[src/rtl/ahb_slave_regbank_if.sv]
// ---------------------------------------------------------------------------
// ahb_slave_regbank_if
// Purpose : bundles the AHB-Lite bus signals that pass between a master (or
//           testbench) and the ahb_slave_regbank responder.
// Signals :
//   Haddr     [31:0] transfer address              (master -> slave)
//   Htrans    [1:0]  IDLE/BUSY/NONSEQ/SEQ          (master -> slave)
//   Hwrite           1 = write, 0 = read           (master -> slave)
//   Hsize     [2:0]  byte/half/word                (master -> slave)
//   Hreadyin         bus HREADY                    (master -> slave)
//   Hwdata    [31:0] write data, data phase        (master -> slave)
//   Hreadyout        0 stretches the data phase    (slave -> master)
//   Hresp     [1:0]  00 OKAY, 01 ERROR             (slave -> master)
//   Hrdata    [31:0] read data                     (slave -> master)
// Clock and reset are plain ports on the responder, not part of this bundle.
// ---------------------------------------------------------------------------
interface ahb_slave_regbank_if;
  logic [31:0] Haddr;
  logic [1:0]  Htrans;
  logic        Hwrite;
  logic [2:0]  Hsize;
  logic        Hreadyin;
  logic [31:0] Hwdata;
  logic        Hreadyout;
  logic [1:0]  Hresp;
  logic [31:0] Hrdata;

  modport master (
    output Haddr, Htrans, Hwrite, Hsize, Hreadyin, Hwdata,
    input  Hreadyout, Hresp, Hrdata
  );

  modport slave (
    input  Haddr, Htrans, Hwrite, Hsize, Hreadyin, Hwdata,
    output Hreadyout, Hresp, Hrdata
  );
endinterface

[src/rtl/ahb_slave_regbank.sv]
// ---------------------------------------------------------------------------
// ahb_slave_regbank
// Purpose : AHB-Lite responder that terminates transfers with a local bank of
//           DEPTH 32-bit registers. The address phase is captured, then the
//           data phase is stretched by WAIT_STATES cycles and completed with
//           OKAY, or with a two-cycle ERROR for illegal transfers.
// Ports   :
//   i_Hclk    in  bus clock, all state on the rising edge
//   i_Hreset  in  asynchronous active-high reset
//   io_bus    ahb_slave_regbank_if.slave (Haddr/Htrans/Hwrite/Hsize/Hreadyin/
//             Hwdata in, Hreadyout/Hresp/Hrdata out)
// ---------------------------------------------------------------------------
module ahb_slave_regbank #(
  parameter logic [31:0] BASE_ADDR   = 32'h8000_0000,
  parameter int          DEPTH       = 16,
  parameter int          WAIT_STATES = 0
) (
  input  logic                  i_Hclk,
  input  logic                  i_Hreset,
  ahb_slave_regbank_if.slave    io_bus
);

  localparam int         IDX_W     = $clog2(DEPTH);
  localparam logic [3:0] WAIT_INIT = (WAIT_STATES > 0) ? 4'(WAIT_STATES - 1) : 4'd0;
  localparam logic [1:0] RESP_OKAY = 2'b00;
  localparam logic [1:0] RESP_ERR  = 2'b01;

  typedef enum logic [2:0] {
    IDLE,
    WAIT,
    DPHASE,
    ERR1,
    ERR2
  } state_t;

  state_t           r_state;
  logic [3:0]       r_count;
  logic [IDX_W-1:0] r_idx;
  logic             r_write;
  logic [1:0]       r_size;
  logic [1:0]       r_lane;
  logic             r_readyout;
  logic [1:0]       r_resp;
  logic [31:0]      r_regs [DEPTH];

  logic             w_sel;
  logic             w_acc;
  logic             w_offsetOk;
  logic             w_sizeOk;
  logic             w_alignOk;
  logic             w_legal;
  logic [3:0]       w_byteEn;

  // Address-phase decode. A transfer is only taken when the bus is ready,
  // this responder is not stretching a data phase, the region matches and
  // the master is issuing NONSEQ/SEQ.
  assign w_sel      = (io_bus.Haddr[31:28] == BASE_ADDR[31:28]);
  assign w_acc      = io_bus.Hreadyin & r_readyout & w_sel & io_bus.Htrans[1];
  assign w_offsetOk = (io_bus.Haddr[27:0] < 28'(DEPTH * 4));
  assign w_sizeOk   = (io_bus.Hsize <= 3'b010);
  assign w_alignOk  = (io_bus.Hsize == 3'b000) ||
                      ((io_bus.Hsize == 3'b001) && (io_bus.Haddr[0] == 1'b0)) ||
                      ((io_bus.Hsize == 3'b010) && (io_bus.Haddr[1:0] == 2'b00));
  assign w_legal    = w_offsetOk & w_sizeOk & w_alignOk;

  // Byte lanes touched by the captured transfer. Half-words use the lane pair
  // picked by address bit 1; illegal sizes never reach DPHASE so the word
  // case doubles as default.
  always_comb begin
    w_byteEn = 4'b0000;
    case (r_size)
      2'b00:   w_byteEn = 4'b0001 << r_lane;
      2'b01:   w_byteEn = r_lane[1] ? 4'b1100 : 4'b0011;
      default: w_byteEn = 4'b1111;
    endcase
  end

  // Transfer FSM. Hreadyout/Hresp are registered alongside the state so they
  // change only on clock edges. Every Hreadyout=1 state can accept a new
  // address phase, which lets pipelined transfers run without a bubble.
  always_ff @(posedge i_Hclk or posedge i_Hreset) begin
    if (i_Hreset) begin
      r_state    <= IDLE;
      r_count    <= 4'd0;
      r_idx      <= '0;
      r_write    <= 1'b0;
      r_size     <= 2'b00;
      r_lane     <= 2'b00;
      r_readyout <= 1'b1;
      r_resp     <= RESP_OKAY;
    end else begin
      case (r_state)
        IDLE, DPHASE, ERR2: begin
          if (w_acc && w_legal) begin
            r_idx   <= io_bus.Haddr[IDX_W+1:2];
            r_write <= io_bus.Hwrite;
            r_size  <= io_bus.Hsize[1:0];
            r_lane  <= io_bus.Haddr[1:0];
            r_resp  <= RESP_OKAY;
            if (WAIT_STATES == 0) begin
              r_state    <= DPHASE;
              r_readyout <= 1'b1;
            end else begin
              r_state    <= WAIT;
              r_count    <= WAIT_INIT;
              r_readyout <= 1'b0;
            end
          end else if (w_acc) begin
            r_state    <= ERR1;
            r_readyout <= 1'b0;
            r_resp     <= RESP_ERR;
          end else begin
            r_state    <= IDLE;
            r_readyout <= 1'b1;
            r_resp     <= RESP_OKAY;
          end
        end
        WAIT: begin
          if (r_count == 4'd0) begin
            r_state    <= DPHASE;
            r_readyout <= 1'b1;
          end else begin
            r_count <= r_count - 4'd1;
          end
        end
        ERR1: begin
          r_state    <= ERR2;
          r_readyout <= 1'b1;
          r_resp     <= RESP_ERR;
        end
        default: begin
          r_state    <= IDLE;
          r_readyout <= 1'b1;
          r_resp     <= RESP_OKAY;
        end
      endcase
    end
  end

  // Register bank. A write lands on the edge that ends DPHASE, so a read
  // pipelined right behind it sees the new value in its own data phase.
  // Reset during the data phase wins, so an aborted write never commits.
  always_ff @(posedge i_Hclk or posedge i_Hreset) begin
    if (i_Hreset) begin
      for (int i = 0; i < DEPTH; i++) begin
        r_regs[i] <= '0;
      end
    end else if ((r_state == DPHASE) && r_write) begin
      for (int b = 0; b < 4; b++) begin
        if (w_byteEn[b]) begin
          r_regs[r_idx][8*b +: 8] <= io_bus.Hwdata[8*b +: 8];
        end
      end
    end
  end

  // Read data is driven only in the final data cycle; everywhere else,
  // including both ERROR cycles, the bus sees zero.
  assign io_bus.Hreadyout = r_readyout;
  assign io_bus.Hresp     = r_resp;
  assign io_bus.Hrdata    = (r_state == DPHASE) ? r_regs[r_idx] : 32'h0;

endmodule

[src/flat_wrapper.sv]
// flat-port wrapper written by rule: the top's interface ports become plain ports
module ahb_slave_regbank_flat 
#(
  parameter logic [31:0] BASE_ADDR   = 32'h8000_0000,
  parameter int          DEPTH       = 16,
  parameter int          WAIT_STATES = 0
)
  (i_Hclk, i_Hreset, io_bus_Haddr, io_bus_Htrans, io_bus_Hwrite, io_bus_Hsize, io_bus_Hreadyin, io_bus_Hwdata, io_bus_Hreadyout, io_bus_Hresp, io_bus_Hrdata);
  ahb_slave_regbank_if io_bus_i ();
  input  logic i_Hclk;
  input  logic i_Hreset;
  input wire logic [$bits(io_bus_i.Haddr)-1:0] io_bus_Haddr;
  input wire logic [$bits(io_bus_i.Htrans)-1:0] io_bus_Htrans;
  input wire logic [$bits(io_bus_i.Hwrite)-1:0] io_bus_Hwrite;
  input wire logic [$bits(io_bus_i.Hsize)-1:0] io_bus_Hsize;
  input wire logic [$bits(io_bus_i.Hreadyin)-1:0] io_bus_Hreadyin;
  input wire logic [$bits(io_bus_i.Hwdata)-1:0] io_bus_Hwdata;
  output wire logic [$bits(io_bus_i.Hreadyout)-1:0] io_bus_Hreadyout;
  output wire logic [$bits(io_bus_i.Hresp)-1:0] io_bus_Hresp;
  output wire logic [$bits(io_bus_i.Hrdata)-1:0] io_bus_Hrdata;
  assign io_bus_i.Haddr = io_bus_Haddr;
  assign io_bus_i.Htrans = io_bus_Htrans;
  assign io_bus_i.Hwrite = io_bus_Hwrite;
  assign io_bus_i.Hsize = io_bus_Hsize;
  assign io_bus_i.Hreadyin = io_bus_Hreadyin;
  assign io_bus_i.Hwdata = io_bus_Hwdata;
  assign io_bus_Hreadyout = io_bus_i.Hreadyout;
  assign io_bus_Hresp = io_bus_i.Hresp;
  assign io_bus_Hrdata = io_bus_i.Hrdata;
  ahb_slave_regbank #(.BASE_ADDR(BASE_ADDR), .DEPTH(DEPTH), .WAIT_STATES(WAIT_STATES)) u_core (.i_Hclk(i_Hclk), .i_Hreset(i_Hreset), .io_bus(io_bus_i));
endmodule
[config.mk]
export PLATFORM = sky130hd
export DESIGN_NAME = ahb_slave_regbank_flat
export DESIGN_NICKNAME = d
export VERILOG_FILES = /design/src/rtl/ahb_slave_regbank_if.sv /design/src/rtl/ahb_slave_regbank.sv /design/src/flat_wrapper.sv
export SDC_FILE = /design/constraint.sdc
export NUM_CORES = 1
export LEC_CHECK = 0
export ABC_AREA = 1
export ABC_CLOCK_PERIOD_IN_PS = 20900
export CORE_MARGIN = 2
export CORE_UTILIZATION = 40
export CTS_CLUSTER_SIZE = 40
export DETAILED_ROUTE_END_ITERATION = 6
export GPL_TIMING_DRIVEN = 0
export PLACE_DENSITY_LB_ADDON = 0.15
export REMOVE_ABC_BUFFERS = 1
export SYNTH_ARGS = -nofsm -noshare
export SYNTH_HDL_FRONTEND = slang
export SYNTH_SLANG_ARGS = --single-unit
[constraint.sdc]
create_clock -name i_Hclk -period 20.9 [get_ports i_Hclk]
set_input_delay 4.18 -clock i_Hclk [delete_from_list [all_inputs] [get_ports i_Hclk]]
set_output_delay 4.18 -clock i_Hclk [all_outputs]
set_load 0.005 [all_outputs]
==> results of run 1 <==
[final timing paths]
path	start	endpoint	slack, ps	cells past startpoint
max	u_core.r_idx[0]$_DFFE_PP0P_	io_bus_Hrdata[9]	12210	13
min	u_core.r_write$_DFFE_PP0P_	u_core.r_write$_DFFE_PP0P_	480	2
max reg2reg	u_core.r_idx[0]$_DFFE_PP0P_	u_core.r_regs[55]$_DFFE_PP0P_	15630	11
min reg2reg	u_core.r_write$_DFFE_PP0P_	u_core.r_write$_DFFE_PP0P_	480	2
max in group asynchronous	i_Hreset	u_core.r_regs[138]$_DFFE_PP0P_	14800	5
min in group asynchronous	i_Hreset	u_core.r_regs[487]$_DFFE_PP0P_	4030	2
[cell type report]
class | count | area share
Sequential cell | 530 | 0.4405
Multi-Input combinational cell | 2817 | 0.3872
Clock buffer | 94 | 0.06274
Timing Repair Buffer | 133 | 0.05693
Tap cell | 855 | 0.03550
Inverter | 99 | 0.01300
Clock inverter | 14 | 0.004152
[cells in the mapped netlist]
master,instances
nor3_2,8
xor2_1,1
inv_2,8
buf_1,26
nand2_2,5
a21oi_1,3
nand3_1,13
nor2_2,8
ha_1,1
o21ai_1,28
xnor2_1,1
dfrtp_1,529
buf_4,2
buf_2,26
nor2_4,7
nor3_1,1
inv_1,91
and2_1,1
dfstp_2,1
nand4_1,66
conb_1,1
o21ai_2,1
o21ai_0,521
nor2_1,106
nand2_1,2045
clkbuf_1,171
[stage by stage]
stage,hold slack [ps],util
2_1_floorplan,442.0,-
3_3_place_gp,465.3,0.4245
3_5_place_dp,468.8,0.4357
4_1_cts,484.2,0.4669
5_1_grt,498.3,0.4674
6_report,480.3,0.4674
[report_power, final]
part           internal (mW)  switching (mW)  total (mW)
clock                  0.639           0.439        1.08
combinational         0.0173          0.0441      0.0614
sequential              1.03       0.0000881        1.03
total                   1.68           0.483        2.17
[critical path, cell delays in order, from the launching register on]
cell and delay, ps:
dfrtp_4 840, buf_16 380, buf_16 260, inv_8 530, buf_16 500, nand2_1 100, nand2_1 80, nand2_1 70
nand2_1 100, nand2_1 50, nand2_1 130, nor2_1 80, nor2_1 90, clkdlybuf4s50_1 550
[state kept, by name (all words and copies together) (netlist names)]
name / flops
u_core.r_lane: 2
u_core.r_state: 3
u_core.r_regs: 512
u_core.r_idx: 4
u_core.r_size: 2
u_core.io_bus.Hresp: 1
u_core.r_count: 4
u_core.io_bus.Hreadyout: 1
u_core.r_write: 1
[cells by family (layout without fill, tap and decap cells)]
logic type | Yosys count | after routing | share of synthesized area
other | 1 | 1 | 0.0001435
adders and majority gates | 1 | 1 | 0.0004788
and+or+nand+nor | 2260 | 2260 | 0.3369
DFF | 530 | 530 | 0.5076
xor gates and xnor gates | 2 | 2 | 0.0006705
AOI/OAI and AO/OA | 553 | 553 | 0.1061
buffers and inverters | 324 | 340 | 0.04808
[layer usage]
metal,vias up,wire length [um],GRT usage
met5,-,0,0
met2,498,37830,0.3961
li1,11466,-,-
met4,0,2246,0.07120
met1,10946,37170,0.3388
met3,130,3903,0.03402
==> flow_summary.toml, run 1 <==
[cells_and_area]
area_growth_pct = 15.32
multi_input_area_um2 = 11670
layout_common_cells = "nand2_1, dfrtp_1, o21ai_0"
fin_nets = 3714
seq_area_um2 = 13270
antennaDiodeCount = 0
drive_gt1_frac = 0.04828
design_area_um2 = 30130
layout_commonest_cell = "nand2_1"
nFillCells = 6730
instances_no_fill = 4542

[synth]
syn_area_per_cell_um2 = 7.118
synthCells = 3671
synth_top_area_share = 0.5066
synth_cell_types = 26
ys_ff_latch = 530
yosys.area.top_type = "dfrtp_1"
ys_seq_area_frac = 0.5076
synth.area.top_cells = "dfrtp_1, nand2_1, o21ai_0"
synth_area_um2 = 26130
yosysWarnings = 0

[cts]
cts.clk_slew.worst_paths_ps = 60
cts_resized = 0
cts_buffer_depth = 3
numCtsBuffers = 59
root_buffer = "clkbuf_16"
hold_buffers = 0
clock-sinks = 530
post-cts-setup-buffer-count = 0
cts_tree = "yes"
htree_levels = 2
clk-insertion-delay-late_ps = 620

[power_and_ir_drop]
fin_total_pwr_mw = 2.165
vdd_drop_max_mv = 0.06471
powerDensity_nw_per_um2 = 71.87
leakage_nw = 13.74

[worst_setup_path]
worst_ep_arrival_time_ps = 4510
critPathMaxFanout = 115
crit_type = "register to primary output"
start_kind = "register"
cp-end-kind = "primary output"
crit_required_ps = 16720

[floorplan]
die_x_um = 259.6
rows = 93
ios = 108
die_area_um2 = 67380
core_um2 = 64460
start_util = 0.4053
die_h_um = 259.6

[placement]
io_buffers = 105
dpl_cell_area_um2 = 28090
place_hpwl_um = 47800
pre_cts_slack_ps = 12770
place_inst = 4433
place_congestion = 0.7762

[drt]
viasPerCell = 5.073
routed_wirelength_um = 81150
dr.pass1.iters = 5
route.detailed.drc = 0
vias = 23040
detail_route.wl_per_cell_um = 17.87
ant_nets = 0
drt_iter0_drc = 2070

[global_route]
grt_pass1_vias = 21943
antenna_found_initial = 0
grt-ovfl-total = 0
grt_usage = 0.2435
grt_max_degree = 127
grt_pass1_wl_um = 128900

[timing]
fin_crit_ps = 8692
setup_viol = 0
finalCritPeriodShare = 0.4159
max-slew-margin-rel = 0.07037
fmax_ghz = 0.1150
rsz0062_at_grt = "false"
fin_skew_ps = 18.46
hold_viol_final = 0
setup-tns-final_ps = 0
slew_viol_final = 0
tightest_slew_ps = 1391
finalWorstSetupSlack_ps = 12210

[outcome]
status = "completed"

[min_path]
hp-class = "register to register"

[job]
maxCapViolations = 0
Note: power is estimated with default switching activity, not from simulation.
==> run 2: changes to the inputs <==
Settings changed: ABC_CLOCK_PERIOD_IN_PS 20900 to 9100.
Clock period 20.9 ns to 9.1 ns, I/O delays scaled along.
==> results of run 2 <==
The final DEF is identical to that of run 1. Status: completed.
Among the figures that moved: setup slack after placement 12770 ps -> 3327 ps; setup slack after layout 12210 ps -> 2768 ps; register-to-register setup slack 15630 ps -> 3830 ps; total power 2.165 mW -> 4.973 mW; worst IR drop on VDD 0.06471 mV -> 0.1486 mV
